File: src/rtl/alu_pkg.sv
// Shared encodings for the sequential ALU: operation codes and FSM states.
package alu_pkg;

   typedef enum logic [2:0] {
      OP_AND = 3'b000,
      OP_OR  = 3'b001,
      OP_ADD = 3'b010,
      OP_SLT = 3'b011,
      OP_MUL = 3'b100,
      OP_SLL = 3'b101,
      OP_SRL = 3'b110,
      OP_SRA = 3'b111
   } op_e;

   typedef enum logic [1:0] {
      S_IDLE = 2'b00,
      S_CALC = 2'b01,
      S_DONE = 2'b10
   } state_e;

   // Ops 000-011 finish in the acceptance cycle; MUL and shifts iterate.
   function automatic logic is_single_cycle(input logic [2:0] op);
      return !op[2];
   endfunction

endpackage

File: src/rtl/alu_1bit.sv
// One bit slice of the ripple ALU: AND / OR / full-add / pass-through of 'less'.
module alu_1bit (
   input  logic       a,
   input  logic       b,
   input  logic       ainvert,
   input  logic       bnegate,
   input  logic       carry_in,
   input  logic       less,
   input  logic [1:0] op,
   output logic       result,
   output logic       carry_out,
   output logic       sum
);

   logic a_x;
   logic b_x;

   assign a_x       = a ^ ainvert;
   assign b_x       = b ^ bnegate;
   assign sum       = a_x ^ b_x ^ carry_in;
   assign carry_out = (a_x & b_x) | (carry_in & (a_x ^ b_x));

   // Select the slice output for the low two opcode bits.
   always_comb begin
      result = 1'b0;
      case (op)
         2'b00:   result = a_x & b_x;
         2'b01:   result = a_x | b_x;
         2'b10:   result = sum;
         default: result = less;
      endcase
   end

endmodule

File: src/rtl/alu_seq_param_comb.sv
// Combinational AND/OR/ADD/SLT stage built from a ripple chain of alu_1bit slices.
module alu_seq_param_comb #(
   parameter int unsigned WIDTH = 16
) (
   input  logic [WIDTH-1:0] a,
   input  logic [WIDTH-1:0] b,
   input  logic [1:0]       op,
   input  logic             ainvert,
   input  logic             bnegate,
   output logic [WIDTH-1:0] result,
   output logic             cout,
   output logic             overflow
);

   localparam int unsigned MSB = WIDTH - 1;

   logic             bneg_eff;
   logic [WIDTH-1:0] sum_v;
   logic             a_msb;
   logic             b_msb;
   logic             ovf_raw;
   logic             set_lt;
   logic             unused_sum;

   // SLT is a subtract, so b is always negated for it.
   assign bneg_eff = bnegate | (op == 2'b11);

   for (genvar i = 0; i < WIDTH; i++) begin : g_bit
      logic cin;
      logic co;
      logic less_in;
      if (i == 0) begin : g_lsb
         assign cin     = bneg_eff;
         assign less_in = set_lt;
      end else begin : g_upper
         assign cin     = g_bit[i-1].co;
         assign less_in = 1'b0;
      end
      alu_1bit u_bit (
         .a         (a[i]),
         .b         (b[i]),
         .ainvert   (ainvert),
         .bnegate   (bneg_eff),
         .carry_in  (cin),
         .less      (less_in),
         .op        (op),
         .result    (result[i]),
         .carry_out (co),
         .sum       (sum_v[i])
      );
   end

   assign a_msb   = a[MSB] ^ ainvert;
   assign b_msb   = b[MSB] ^ bneg_eff;
   assign ovf_raw = (a_msb == b_msb) && (sum_v[MSB] != a_msb);
   assign set_lt  = sum_v[MSB] ^ ovf_raw;

   // Carry and overflow only mean something for the arithmetic ops.
   assign cout     = op[1] & g_bit[MSB].co;
   assign overflow = op[1] & ovf_raw;

   assign unused_sum = ^sum_v[WIDTH-2:0];

endmodule

File: src/rtl/alu_seq_param.sv
// Registered WIDTH-bit ALU with valid/ready handshakes; MUL and shifts iterate one bit per cycle.
module alu_seq_param #(
   parameter int unsigned WIDTH = 16,
   parameter int unsigned SHW   = $clog2(WIDTH)
) (
   input  logic             clk,
   input  logic             rst,
   input  logic             in_valid,
   output logic             in_ready,
   input  logic [WIDTH-1:0] a,
   input  logic [WIDTH-1:0] b,
   input  logic [2:0]       op,
   input  logic             ainvert,
   input  logic             bnegate,
   output logic             out_valid,
   input  logic             out_ready,
   output logic [WIDTH-1:0] result,
   output logic             cout,
   output logic             zero,
   output logic             overflow
);

   import alu_pkg::*;

   localparam int unsigned CW  = $clog2(WIDTH + 1);
   localparam int unsigned MSB = WIDTH - 1;

   state_e           state_q,     state_d;
   logic [2:0]       op_q,        op_d;
   logic [WIDTH-1:0] mc_q,        mc_d;
   logic [WIDTH-1:0] lo_q,        lo_d;
   logic [WIDTH-1:0] hi_q,        hi_d;
   logic [CW-1:0]    cnt_q,       cnt_d;
   logic [WIDTH-1:0] result_q,    result_d;
   logic             cout_q,      cout_d;
   logic             zero_q,      zero_d;
   logic             ovf_q,       ovf_d;
   logic             out_valid_q, out_valid_d;
   logic             in_ready_q,  in_ready_d;

   logic [WIDTH-1:0]   alu_res;
   logic               alu_cout;
   logic               alu_ovf;
   logic [SHW-1:0]     shamt;
   logic [WIDTH:0]     add_v;
   logic [2*WIDTH-1:0] prod_v;
   logic [WIDTH-1:0]   shift_v;

   alu_seq_param_comb #(.WIDTH(WIDTH)) u_comb (
      .a        (a),
      .b        (b),
      .op       (op[1:0]),
      .ainvert  (ainvert),
      .bnegate  (bnegate),
      .result   (alu_res),
      .cout     (alu_cout),
      .overflow (alu_ovf)
   );

   assign shamt = b[SHW-1:0];

   // Shift-add multiply step: conditionally add multiplicand to high half, then shift {carry,hi,lo} right.
   assign add_v  = lo_q[0] ? ({1'b0, hi_q} + {1'b0, mc_q}) : {1'b0, hi_q};
   assign prod_v = {add_v, lo_q[WIDTH-1:1]};

   // One-bit shift step for the latched shift op.
   always_comb begin
      shift_v = lo_q;
      case (op_q)
         OP_SLL:  shift_v = {lo_q[WIDTH-2:0], 1'b0};
         OP_SRL:  shift_v = {1'b0, lo_q[WIDTH-1:1]};
         default: shift_v = {lo_q[MSB], lo_q[WIDTH-1:1]};
      endcase
   end

   // Next-state and datapath update for IDLE/CALC/DONE.
   always_comb begin
      state_d  = state_q;
      op_d     = op_q;
      mc_d     = mc_q;
      lo_d     = lo_q;
      hi_d     = hi_q;
      cnt_d    = cnt_q;
      result_d = result_q;
      cout_d   = cout_q;
      zero_d   = zero_q;
      ovf_d    = ovf_q;

      unique case (state_q)
         S_IDLE: begin
            if (in_valid) begin
               op_d = op;
               mc_d = a;
               if (is_single_cycle(op)) begin
                  result_d = alu_res;
                  cout_d   = alu_cout;
                  ovf_d    = alu_ovf;
                  zero_d   = (alu_res == '0);
                  state_d  = S_DONE;
               end else if (op == OP_MUL) begin
                  hi_d    = '0;
                  lo_d    = b;
                  cnt_d   = CW'(WIDTH);
                  state_d = S_CALC;
               end else if (shamt == '0) begin
                  result_d = a;
                  cout_d   = 1'b0;
                  ovf_d    = 1'b0;
                  zero_d   = (a == '0);
                  state_d  = S_DONE;
               end else begin
                  lo_d    = a;
                  cnt_d   = CW'(shamt);
                  state_d = S_CALC;
               end
            end
         end
         S_CALC: begin
            cnt_d = cnt_q - CW'(1);
            if (op_q == OP_MUL) begin
               hi_d = prod_v[2*WIDTH-1:WIDTH];
               lo_d = prod_v[WIDTH-1:0];
            end else begin
               lo_d = shift_v;
            end
            if (cnt_q == CW'(1)) begin
               state_d = S_DONE;
               cout_d  = 1'b0;
               if (op_q == OP_MUL) begin
                  result_d = prod_v[WIDTH-1:0];
                  ovf_d    = |prod_v[2*WIDTH-1:WIDTH];
                  zero_d   = (prod_v[WIDTH-1:0] == '0);
               end else begin
                  result_d = shift_v;
                  ovf_d    = 1'b0;
                  zero_d   = (shift_v == '0);
               end
            end
         end
         S_DONE: begin
            if (out_ready) begin
               state_d = S_IDLE;
            end
         end
         default: state_d = S_IDLE;
      endcase

      in_ready_d  = (state_d == S_IDLE);
      out_valid_d = (state_d == S_DONE);
   end

   // State and datapath registers; reset aborts any operation in flight.
   always_ff @(posedge clk or posedge rst) begin
      if (rst) begin
         state_q     <= S_IDLE;
         op_q        <= 3'b000;
         mc_q        <= '0;
         lo_q        <= '0;
         hi_q        <= '0;
         cnt_q       <= '0;
         result_q    <= '0;
         cout_q      <= 1'b0;
         zero_q      <= 1'b0;
         ovf_q       <= 1'b0;
         out_valid_q <= 1'b0;
         in_ready_q  <= 1'b1;
      end else begin
         state_q     <= state_d;
         op_q        <= op_d;
         mc_q        <= mc_d;
         lo_q        <= lo_d;
         hi_q        <= hi_d;
         cnt_q       <= cnt_d;
         result_q    <= result_d;
         cout_q      <= cout_d;
         zero_q      <= zero_d;
         ovf_q       <= ovf_d;
         out_valid_q <= out_valid_d;
         in_ready_q  <= in_ready_d;
      end
   end

   assign in_ready  = in_ready_q;
   assign out_valid = out_valid_q;
   assign result    = result_q;
   assign cout      = cout_q;
   assign zero      = zero_q;
   assign overflow  = ovf_q;

endmodule

File: config.mk
export PLATFORM = sky130hd
export DESIGN_NAME = alu_seq_param
export DESIGN_NICKNAME = d
export VERILOG_FILES = /design/src/rtl/alu_pkg.sv /design/src/rtl/alu_1bit.sv /design/src/rtl/alu_seq_param_comb.sv /design/src/rtl/alu_seq_param.sv
export SDC_FILE = /design/constraint.sdc
export NUM_CORES = 1
export LEC_CHECK = 0
export CAP_MARGIN = 15
export CELL_PAD_IN_SITES_DETAIL_PLACEMENT = 0
export CELL_PAD_IN_SITES_GLOBAL_PLACEMENT = 1
export CORE_ASPECT_RATIO = 1.2
export CORE_MARGIN = 2
export CORE_UTILIZATION = 35
export CTS_CLUSTER_SIZE = 25
export DETAILED_ROUTE_END_ITERATION = 10
export PLACE_DENSITY = 0.74
export SYNTH_ARGS = -nofsm -noshare
export SYNTH_HDL_FRONTEND = slang
export SYNTH_SLANG_ARGS = --single-unit
File: constraint.sdc
create_clock -name clk -period 2.7 [get_ports clk]
set_clock_uncertainty 0.05 [all_clocks]
set_input_delay 0.405 -clock clk [delete_from_list [all_inputs] [get_ports clk]]
set_output_delay 0.405 -clock clk [all_outputs]
set_load 0.1 [all_outputs]
==> run summary <==
The flow ran to the end, but the final reports show violations. The checks that failed: setup timing. Maximum number of pins on one net before global-route repair: 80.

Setup violations remaining at the end of the flow were counted as 17. The floorplan has 54 rows. Counting flops with a built-in enable in the synthesized netlist gives 0. Synthesis produced 727 cells. Clock tree synthesis selected as its root buffer the cell sky130_fd_sc_hd__clkbuf_16. The logs give 1724 for the layout filler cell count and 0 for the cts-stage hold buffer count.

The area growth from synthesis to final layout works out to 36.7%. The element type at the critical path start was a primary input. The worst-case IR drop observed on VDD is 0.951 mV. The largest driver fanout on the critical path is 3, and the relative max-transition margin is 60.7%.

The final worst-path setup slack came out at -4.22 ns. The initial antenna violation count was 0; the count of nets left with antenna violations after detail routing was 0. No sink is reached through more buffers than the 2 on the longest clock path. A synthesized cell averages 8.90 sq um. The wire length of the first global-routing pass is 31200 um. In this run the number of H-tree levels came out at 3. The leakage power summed over all cells is 4.12 nW, and the total routing resource utilization after global routing is 20.3%. Measured along the y axis, the die boundary spans 153 um. Summing over every cut layer, the via total after detailed routing is 5848. The final critical-path required period works out to 6.92 ns.

For the worst-skew pair, the clock arrives at the later sink with an insertion delay of 0.34 ns. Yosys mapped the design onto 65 distinct sky130hd cell types. The run gives 26.9% as the met1 capacity usage during global routing. Combined buffer and inverter count along the critical path: 4.

For the worst setup path, the data arrival time is 7.08 ns. For the worst setup path, the data required time is 2.86 ns. The synthesized design spends more area on one cell type than any other, namely sky130_fd_sc_hd__dfrtp_1.

The synthesized netlist occupies a cell area of 6470 sq um. The sum of net half-perimeters after detailed placement is 14700 um, and the net count of the finished layout is 1006. The category of the critical setup timing path was in2reg.

The worst hold path belongs to the class in2async. The total congestion overflow after global routing is 0, and the via count of the first global-routing pass is 5888. The core outline area was 18200 sq um; the register-to-register setup slack was -0.21 ns. The tools report the wire length reported by the detailed router as 19200 um. The power density over the cells is 1150 nW/um^2. Adding up every negative setup slack in the final design gives -39.94 ns.

Clock tree synthesis inserted a total of 9 buffers. The total die area came out at 19600 sq um. The layout cell share with drive strength beyond 1 works out to 29.5%. The global routing met2 resource utilization is 35.0%, and the final cycle utilization of the critical path is 256%. The tool flagged a number of max-cap violations equal to 0. TritonCTS built the clock tree.

The tools report the synthesized net count as 834. The starting utilization of the core area was 35.6%. The portion of synthesized cell area occupied by the leading cell type is 30.2%. The run gives 79 as the clock sink count.

The tools report the synthesis warning total as 0. The detailed-route vias per instance was 5.18. The max-slew violation count was 0.

At the pin with the least slew margin, the transition time is 0.585 ns. In this run the most used layer during global routing was met2. The cell with the most instances on the worst path is sky130_fd_sc_hd__fa_2. The wire length per cell was 17.0 um; the part of the Yosys area used for sequential elements was 30.6%. Yosys attributes the largest share of cell area to sky130_fd_sc_hd__dfrtp_1 (30%), sky130_fd_sc_hd__ha_1 (9.7%), sky130_fd_sc_hd__a21oi_1 (6.0%), sky130_fd_sc_hd__mux2i_1 (5.9%), sky130_fd_sc_hd__fa_1 (4.9%). The hold violation count in the final report came out at 0. The clock transition at the registers of the reported paths came out at 0.06 ns. In the synthesized netlist the dominant register cell turns out to be sky130_fd_sc_hd__dfrtp_1.

In the synthesized netlist the async set-or-reset flop fraction comes to 100%. In this run the tool buffered the top-level ports with 61 buffer cells. In the global route stage, met3 resource usage came out at 2.45%. Before antenna repair, the detailed router went through 4 iterations. Broken down by cell family, the worst path's largest delay share belongs to adder cells. STA classifies the critical path endpoint as a register. After synthesis the netlist holds a flip-flop and latch count of 79.

The highest cell delay on the worst timing path works out to 0.56 ns. Once layout is done, the placed cells without fillers occupy 8850 sq um. For this run, the top clock speed supported by timing is 0.144 GHz. On the critical path, the stage with the largest delay is an instance of sky130_fd_sc_hd__fa_2. The routability congestion estimate is 0.844, and the detailed router's first-iteration violation count is 245. The standard cell area after detailed placement is 8270 sq um. For the number of antenna cells inserted, the log shows 0. For this run, design rule violations remaining after detail routing come to 0. Setup repair after global routing could not meet its margin everywhere.

The die is 128 um wide. Number of top-level pins: 62.
-- registers in the layout, indices dropped and copies added, names as in the netlist, 2 cells and up --
register and flops:
mc_q 16, op_q 3, state_q 2, cnt_q 5, hi_q 16, result 16, lo_q 16
-- metrics by stage --
step / utilization (%) / instances / setup WS [ns] / hold slack (ns) / power, mW
floorplan: - / 727 / -4.58 / 0.401 / 6.59
global placement: 45.5 / 1104 / -5.06 / 0.433 / 8.49
detailed placement: 45.5 / 1104 / -5.14 / 0.448 / 8.54
CTS: 48.0 / 1125 / -4.24 / 0.418 / 10.1
global route: 48.7 / 1128 / -4.47 / 0.427 / 10.9
finish: 48.7 / 1128 / -4.22 / 0.424 / 10.2
-- layout by cell type (no fill, tap or decap), types with 4 or more instances in the layout --
cell type | Yosys | layout
sky130_fd_sc_hd__o21ai_4 | 1 | 4
sky130_fd_sc_hd__clkbuf_16 | 0 | 9
sky130_fd_sc_hd__o21ai_1 | 3 | 9
sky130_fd_sc_hd__mux2i_1 | 38 | 38
sky130_fd_sc_hd__buf_4 | 0 | 152
sky130_fd_sc_hd__o22a_1 | 15 | 15
sky130_fd_sc_hd__xor2_1 | 17 | 17
sky130_fd_sc_hd__o211ai_1 | 5 | 5
sky130_fd_sc_hd__clkdlybuf4s50_1 | 0 | 31
sky130_fd_sc_hd__o21a_1 | 4 | 4
sky130_fd_sc_hd__mux2_2 | 21 | 21
sky130_fd_sc_hd__a22o_1 | 4 | 4
sky130_fd_sc_hd__nor3_1 | 6 | 6
sky130_fd_sc_hd__inv_1 | 49 | 43
sky130_fd_sc_hd__a21oi_2 | 1 | 13
sky130_fd_sc_hd__buf_12 | 0 | 5
sky130_fd_sc_hd__nor4_1 | 11 | 11
sky130_fd_sc_hd__nor2_1 | 48 | 47
sky130_fd_sc_hd__nand2b_1 | 6 | 5
sky130_fd_sc_hd__nor2b_1 | 4 | 4
sky130_fd_sc_hd__ha_1 | 50 | 50
sky130_fd_sc_hd__xnor2_1 | 26 | 22
sky130_fd_sc_hd__a21oi_1 | 77 | 64
sky130_fd_sc_hd__nand4_1 | 6 | 6
sky130_fd_sc_hd__o21ai_0 | 48 | 31
sky130_fd_sc_hd__dfrtp_1 | 78 | 78
sky130_fd_sc_hd__fa_2 | 0 | 15
sky130_fd_sc_hd__a21o_1 | 26 | 26
sky130_fd_sc_hd__nand2_1 | 71 | 71
sky130_fd_sc_hd__inv_2 | 0 | 5
sky130_fd_sc_hd__o21ai_2 | 0 | 8
-- metal layers --
layer | wire (um) | vias to the layer above
met5 | 0 | -
met4 | 327 | 0
met3 | 488 | 18
met2 | 9630 | 96
met1 | 8770 | 2830
li1 | - | 2904
-- layout make-up --
class / count / area (sq um) / share of cell area, %
Clock inverter: 5 / 104 / 1.17
Multi-Input combinational cell: 560 / 4400 / 49.7
Tap cell: 224 / 280 / 3.17
Sequential cell: 79 / 1980 / 22.3
Clock buffer: 11 / 243 / 2.74
Timing Repair Buffer: 199 / 1660 / 18.8
Inverter: 50 / 189 / 2.13
-- worst paths after layout --
check | startpoint | to | depth (start not counted)
worst max-delay path | op[0] | overflow | 28
worst min-delay path | rst | mc_q[1] | 3
worst max register to register | mc_q[0] | overflow | 11
worst min register to register | cnt_q[4] | cnt_q[4] | 1
max in group asynchronous | rst | lo_q[13] | 3
min in group clk | a[0] | mc_q[0] | 3
-- cells in the mapped netlist, types with 4 or more instances --
master                     number
sky130_fd_sc_hd__dfrtp_1       78
sky130_fd_sc_hd__a21oi_1       77
sky130_fd_sc_hd__nand2_1       71
sky130_fd_sc_hd__ha_1          50
sky130_fd_sc_hd__inv_1         49
sky130_fd_sc_hd__nor2_1        48
sky130_fd_sc_hd__o21ai_0       48
sky130_fd_sc_hd__mux2i_1       38
sky130_fd_sc_hd__a21o_1        26
sky130_fd_sc_hd__xnor2_1       26
sky130_fd_sc_hd__clkbuf_1      22
sky130_fd_sc_hd__mux2_2        21
sky130_fd_sc_hd__xor2_1        17
sky130_fd_sc_hd__fa_1          16
sky130_fd_sc_hd__o22a_1        15
sky130_fd_sc_hd__nor4_1        11
sky130_fd_sc_hd__buf_2         10
sky130_fd_sc_hd__buf_1          6
sky130_fd_sc_hd__nand2b_1       6
sky130_fd_sc_hd__nand4_1        6
sky130_fd_sc_hd__nor3_1         6
sky130_fd_sc_hd__o211ai_1       5
sky130_fd_sc_hd__a211oi_1       4
sky130_fd_sc_hd__a22o_1         4
sky130_fd_sc_hd__nor2b_1        4
sky130_fd_sc_hd__o21a_1         4
-- what timing repair did --
action                     in CTS  in global routing
setup endpoints to repair      18                 19
buffers inserted                9                  4
pin swaps                      18                 20
gates resized for setup        50                 24
-- cells by family after synthesis --
group	Yosys count	share of synthesized area, %
flip-flops	79	30.6
AND/OR/NAND/NOR	173	12.4
multiplexers	59	9.53
AO/OA/AOI/OAI	219	21.8
adder cells (fa/ha/maj)	66	14.6
buffers and inverters	88	5.30
XOR/XNOR	43	5.82
-- worst register-to-register path, stage by stage (launching register included) --
cell	delay [ns]
sky130_fd_sc_hd__dfrtp_1	0.38
sky130_fd_sc_hd__ha_1	0.22
sky130_fd_sc_hd__fa_1	0.44
sky130_fd_sc_hd__a211oi_2	0.34
sky130_fd_sc_hd__buf_4	0.17
sky130_fd_sc_hd__o21bai_1	0.07
sky130_fd_sc_hd__a21oi_1	0.17
sky130_fd_sc_hd__xnor2_1	0.14
sky130_fd_sc_hd__a2111oi_4	0.37
sky130_fd_sc_hd__o2111ai_1	0.15
sky130_fd_sc_hd__nor4_1	0.18
sky130_fd_sc_hd__a21oi_1	0.10
-- where the power goes --
part	internal, mW	switching, mW
logic	2.61	3.92
clock network	0.931	0.492
registers	1.76	0.473
Note: power is estimated with default switching activity, not from simulation.
